[config.mk]
export PLATFORM = sky130hd
export DESIGN_NAME = rv_data_mem
export DESIGN_NICKNAME = d
export VERILOG_FILES = /design/src/rtl/rv_data_mem.sv
export SDC_FILE = /design/constraint.sdc
export NUM_CORES = 2
export LEC_CHECK = 0
export CAP_MARGIN = 20
export CORE_AREA = 2 2 638 640
export CTS_BUF_LIST = sky130_fd_sc_hd__clkbuf_8
export CTS_CLUSTER_SIZE = 16
export DETAILED_ROUTE_END_ITERATION = 8
export DIE_AREA = 0 0 640 642
export MAX_ROUTING_LAYER = met4
export PLACE_DENSITY_LB_ADDON = 0.08
export SLEW_MARGIN = 30
export SYNTH_ARGS = -nofsm -noshare
export SYNTH_HDL_FRONTEND = slang
export SYNTH_SLANG_ARGS = --single-unit
[constraint.sdc]
create_clock -name clk -period 12.5 [get_ports clk]
set_input_delay 3.125 -clock clk [delete_from_list [all_inputs] [get_ports clk]]
set_output_delay 3.125 -clock clk [all_outputs]
set_load 0.05 [all_outputs]
[src/rtl/rv_data_mem.sv]
// Byte-addressable 32-bit data memory for an RV32 core.
// One request in flight at a time: IDLE accepts, WAIT models extra read
// latency, RESP issues a single-cycle response strobe.
module rv_data_mem #(
    parameter int ADDR_WIDTH   = 7,
    parameter int READ_LATENCY = 1
) (
    input  logic        clk,
    input  logic        reset,
    input  logic        req_valid,
    output logic        req_ready,
    input  logic        req_we,
    input  logic [1:0]  req_size,
    input  logic        req_unsigned,
    input  logic [31:0] req_addr,
    input  logic [31:0] req_wdata,
    output logic        rsp_valid,
    output logic [31:0] rsp_rdata,
    output logic        rsp_err
);

    localparam int DEPTH = 2 ** ADDR_WIDTH;
    // Address bits above the byte span must all be zero for a legal request.
    localparam logic [31:0] HI_MASK = ~((32'd1 << (ADDR_WIDTH + 2)) - 32'd1);
    // WAIT lasts WAIT_INIT+1 cycles, i.e. READ_LATENCY-1.
    localparam logic [1:0] WAIT_INIT = (READ_LATENCY > 1) ? 2'(READ_LATENCY - 2) : 2'd0;

    typedef enum logic [1:0] {
        ST_IDLE = 2'd0,
        ST_WAIT = 2'd1,
        ST_RESP = 2'd2
    } state_t;

    state_t     state_q, state_d;
    logic [1:0] cnt_q, cnt_d;
    logic       err_q, err_d;
    logic       load_q, load_d;
    logic [1:0] size_q, size_d;
    logic [1:0] lane_q, lane_d;
    logic       uns_q, uns_d;

    logic                  accept;
    logic                  req_err;
    logic                  mem_we;
    logic                  rd_en;
    logic [ADDR_WIDTH-1:0] word_idx;
    logic [1:0]            lane;
    logic [3:0]            byte_en;
    logic [31:0]           wr_word;
    logic [31:0]           rd_word;
    logic [31:0]           rd_shift;
    logic [31:0]           ext_data;

    // Request decode: word index, lane, legality, lane enables and replicated store data
    always_comb begin
        word_idx = req_addr[ADDR_WIDTH+1:2];
        lane     = req_addr[1:0];
        req_err  = (req_size == 2'b11)
                || ((req_size == 2'b01) && req_addr[0])
                || ((req_size == 2'b10) && (lane != 2'b00))
                || ((req_addr & HI_MASK) != 32'd0);
        accept   = req_valid && req_ready;
        mem_we   = accept && req_we && !req_err;
        rd_en    = accept && !req_we && !req_err;
        case (req_size)
            2'b00: begin
                byte_en = 4'b0001 << lane;
                wr_word = {4{req_wdata[7:0]}};
            end
            2'b01: begin
                byte_en = lane[1] ? 4'b1100 : 4'b0011;
                wr_word = {2{req_wdata[15:0]}};
            end
            default: begin
                byte_en = 4'b1111;
                wr_word = req_wdata;
            end
        endcase
    end

    // One narrow RAM per byte lane so each lane has its own write enable.
    // Contents are deliberately not reset.
    for (genvar gi = 0; gi < 4; gi++) begin : g_lane
        logic [7:0] mem_lane [DEPTH];
        logic [7:0] rd_lane_q;

        // Lane write on store acceptance; registered snapshot on load acceptance
        always_ff @(posedge clk) begin
            if (mem_we && byte_en[gi]) begin
                mem_lane[word_idx] <= wr_word[gi*8 +: 8];
            end
            if (rd_en) begin
                rd_lane_q <= mem_lane[word_idx];
            end
        end

        assign rd_word[gi*8 +: 8] = rd_lane_q;
    end

    // State register plus the request attributes carried to the response
    always_ff @(posedge clk) begin
        if (reset) begin
            state_q <= ST_IDLE;
            cnt_q   <= 2'd0;
            err_q   <= 1'b0;
            load_q  <= 1'b0;
            size_q  <= 2'd0;
            lane_q  <= 2'd0;
            uns_q   <= 1'b0;
        end else begin
            state_q <= state_d;
            cnt_q   <= cnt_d;
            err_q   <= err_d;
            load_q  <= load_d;
            size_q  <= size_d;
            lane_q  <= lane_d;
            uns_q   <= uns_d;
        end
    end

    // Next-state logic: IDLE -> (WAIT) -> RESP -> IDLE
    always_comb begin
        state_d = state_q;
        cnt_d   = cnt_q;
        err_d   = err_q;
        load_d  = load_q;
        size_d  = size_q;
        lane_d  = lane_q;
        uns_d   = uns_q;
        case (state_q)
            ST_IDLE: begin
                if (accept) begin
                    err_d  = req_err;
                    load_d = !req_we && !req_err;
                    size_d = req_size;
                    lane_d = lane;
                    uns_d  = req_unsigned;
                    if (!req_we && !req_err && (READ_LATENCY > 1)) begin
                        state_d = ST_WAIT;
                        cnt_d   = WAIT_INIT;
                    end else begin
                        state_d = ST_RESP;
                    end
                end
            end
            ST_WAIT: begin
                if (cnt_q == 2'd0) begin
                    state_d = ST_RESP;
                end else begin
                    cnt_d = cnt_q - 2'd1;
                end
            end
            ST_RESP: begin
                state_d = ST_IDLE;
            end
            default: begin
                state_d = ST_IDLE;
            end
        endcase
    end

    // Load extraction: shift addressed lane(s) down, then sign/zero extend
    always_comb begin
        rd_shift = rd_word >> {lane_q, 3'b000};
        case (size_q)
            2'b00:   ext_data = uns_q ? {24'd0, rd_shift[7:0]}
                                      : {{24{rd_shift[7]}}, rd_shift[7:0]};
            2'b01:   ext_data = uns_q ? {16'd0, rd_shift[15:0]}
                                      : {{16{rd_shift[15]}}, rd_shift[15:0]};
            default: ext_data = rd_word;
        endcase
    end

    // Outputs decoded from state; response fields forced to zero outside RESP
    always_comb begin
        req_ready = (state_q == ST_IDLE) && !reset;
        rsp_valid = (state_q == ST_RESP);
        rsp_err   = rsp_valid && err_q;
        rsp_rdata = (rsp_valid && load_q) ? ext_data : 32'd0;
    end

endmodule

==> impl_metrics.yaml <==
run_status:
  status: "finished, final reports clean"
layout:
  mostFrequentLayoutCells: "4128 x edfxtp_1, 1345 x mux4_2, 711 x clkbuf_8"
  final_common_cell: "edfxtp_1"
  drive_gt1_share_pct: 37.0
  final_util_pct: 45.9
  area_delta_synth_final_pct: 15.2
  nets: 7714
  multi_input_area_um2: 37000
  nFillCells: 33726
  regArea_um2: 124000
power_and_ir_drop:
  p_per_area_nw_per_um2: 152
  p_total_mw: 28.1
  leakage_nw: 57.2
  ir_drop_mv: 0.123
route:
  num_vias: 79562
  drcViolationCount: 0
  avgRoutedWirePerCell_um: 37.5
  dr.pass1.iters: 9
  avgViaCountPerCell: 5.83
  wl_um: 513000
  drt-initial-drc-count: 9878
  ant_nets: 0
global_routing:
  overflow: 0
  track_usage_pct: 25.5
  grt_pass1_vias: 80510
  grt_pass1_wl_um: 696000
  grt_antenna_before_repair: 55
  grt_max_degree: 140
floorplan:
  die_area_um2: 411000
  die_h_um: 642
  row_count: 234
  start_util_pct: 39.8
  die_x_um: 640
  io_pins: 106
  core_area_um2: 404000
timing:
  report.final.slew_viol_count: 0
  period_share_pct: 61.3
  max_freq_mhz: 131
  rsz0062_at_grt: "false"
  worstMarginPinSlew_ps: 1160
  final-hold-violation-count: 0
  setup_viol: 0
  slew_headroom_pct: 22.6
  setup_tns_ps: 0
  finClkSkew_ps: 77.6
  min_period_ps: 7660
clock_network:
  clock-sinks: 4136
  ctsHoldBuffers: 0
  cts_buffers: 701
  clk_pin_slew_ps: 60
  postCtsSetupBuffers: 0
  ctsLongestPathBuffers: 4
  cts_resized: 0
  cts_root_buffer: "clkbuf_8"
  cts_max_level: 6
  clkLatencyLatePin_ps: 1280
  cts_tree: "done"
worst_setup_path:
  path_delay_family: "buffers and inverters"
  worstSetupStartpoint: "reset"
  endpoint_kind: "primary output"
  start_kind: "input pin"
  path_buf_inv: 2
  timing.rr.start: "state_q[1]"
  setup.worst_path.class: "in2out"
  crit_top_cell: "clkdlybuf4s50_1"
  crit_chain: "clkdlybuf4s50_1, nor2_1, clkdlybuf4s50_1"
  cp.required_ps: 9380
  critPathArrivalTime_ps: 4540
  critPathSlowestCell: "clkdlybuf4s50_1"
  worstPathMaxFanout: 4
  max_stage_delay_ps: 810
worst_hold_path:
  hp-class: "reg2reg"
  min_from: "err_q"
logic_synthesis:
  ys_async_sr_fraction_pct: 0
  syn_area_per_cell_um2: 23.6
  synth_area_um2: 161000
  synth_ff_type: "edfxtp_1"
  syn-instance-count: 6825
  synth_edf_count: 4128
  synth_fp_nets: 6896
  ys_seq_elements: 4136
  yosysSeqAreaShare_pct: 77.1
  synth_cell_types: 34
  ys_warn_count: 0
placed_design:
  gp_congestion: 0.860
  hpwl_um: 324000
  io_buffers: 105
flow_run:
  maxCapViolations: 0
per-stage QoR:
step                hold WS (ps)  instance area, um^2  setup slack (ps)  instances
floorplan                    458               161000              2640       6825
global placement             513               172000              4280      12359
detailed placement           501               173000              4760      12361
CTS                          524               185000              4550      13608
global route                 577               186000              4720      13640
finish                       519               186000              4840      13651
final cells by class:
cell class	count	area share, %
multi-input combinational	2235	19.9
inverter	4	0.00809
clock inverter	536	1.51
antenna	36	0.0485
timing repair buffer	565	2.68
sequential	4136	66.9
tap	5428	3.66
clock buffer	711	5.27
routing by layer:
layer  part of all wire [%]  up-vias  track usage (%)  wire length [um]
met4                    3.9        0             9.50             20000
met2                     47     3543             38.2            241000
met1                     41    43901             34.4            210000
li1                       -    31313                -                 -
met5                      0        -                -                 0
met3                    8.1      805             5.68             41300
worst min-delay path: cells and delay by family (launching register included):
kind | cells | cell delay, ps
DFF | 1 | 310
AOI/OAI and AO/OA | 2 | 170
report_power, final:
part | total (mW) | internal, mW | switching [mW]
registers | 15.4 | 15.4 | 0.00332
logic | 1.60 | 0.566 | 1.03
clock network | 11.2 | 5.60 | 5.58
cell usage after synthesis (2+ instances only):
| cell type | n | share of area (%) |
|---|---|---|
| o221a_2 | 7 | 0.049 |
| buf_1 | 40 | 0.093 |
| buf_2 | 92 | 0.29 |
| nor2_1 | 35 | 0.082 |
| nand2b_1 | 8 | 0.031 |
| and2_1 | 3 | 0.012 |
| dfxtp_1 | 8 | 0.099 |
| inv_1 | 4 | 0.0093 |
| o2bb2ai_1 | 8 | 0.044 |
| nand2_1 | 149 | 0.35 |
| mux4_2 | 1345 | 19 |
| mux2i_1 | 24 | 0.15 |
| and3_1 | 3 | 0.012 |
| clkbuf_1 | 317 | 0.74 |
| a21oi_1 | 13 | 0.040 |
| a221oi_1 | 7 | 0.038 |
| mux2_2 | 48 | 0.34 |
| nor2b_1 | 19 | 0.074 |
| or2_2 | 2 | 0.0078 |
| nor4_1 | 5 | 0.019 |
| nor3_1 | 536 | 1.7 |
| o21ai_0 | 13 | 0.040 |
| edfxtp_1 | 4128 | 77 |
state kept, by name (all words and copies together) (netlist names):
name / flops
size_q: 2
lane_q: 2
load_q: 1
g_lane.rd_lane_q: 32
state_q: 1
uns_q: 1
err_q: 1
g_lane.mem_lane: 4096
cell families (layout without fill, tap and decap cells):
family | after synthesis | count (layout) | synth area share, %
compound gates | 54 | 54 | 0.239
buf+inv | 454 | 1816 | 1.13
flops | 4136 | 4136 | 77.1
mux | 1417 | 1417 | 19.3
other cells | 0 | 36 | 0
simple gates | 764 | 764 | 2.27
final timing paths:
| check | to | slack, ps | cells past startpoint |
|---|---|---|---|
| worst max-delay path | req_ready | 4840 | 3 |
| worst max register to register | g_lane[1].mem_lane[47][4] | 8630 | 7 |
| worst min-delay path | err_q | 520 | 2 |
| worst min register to register | err_q | 520 | 2 |
Note: power is estimated with default switching activity, not from simulation.
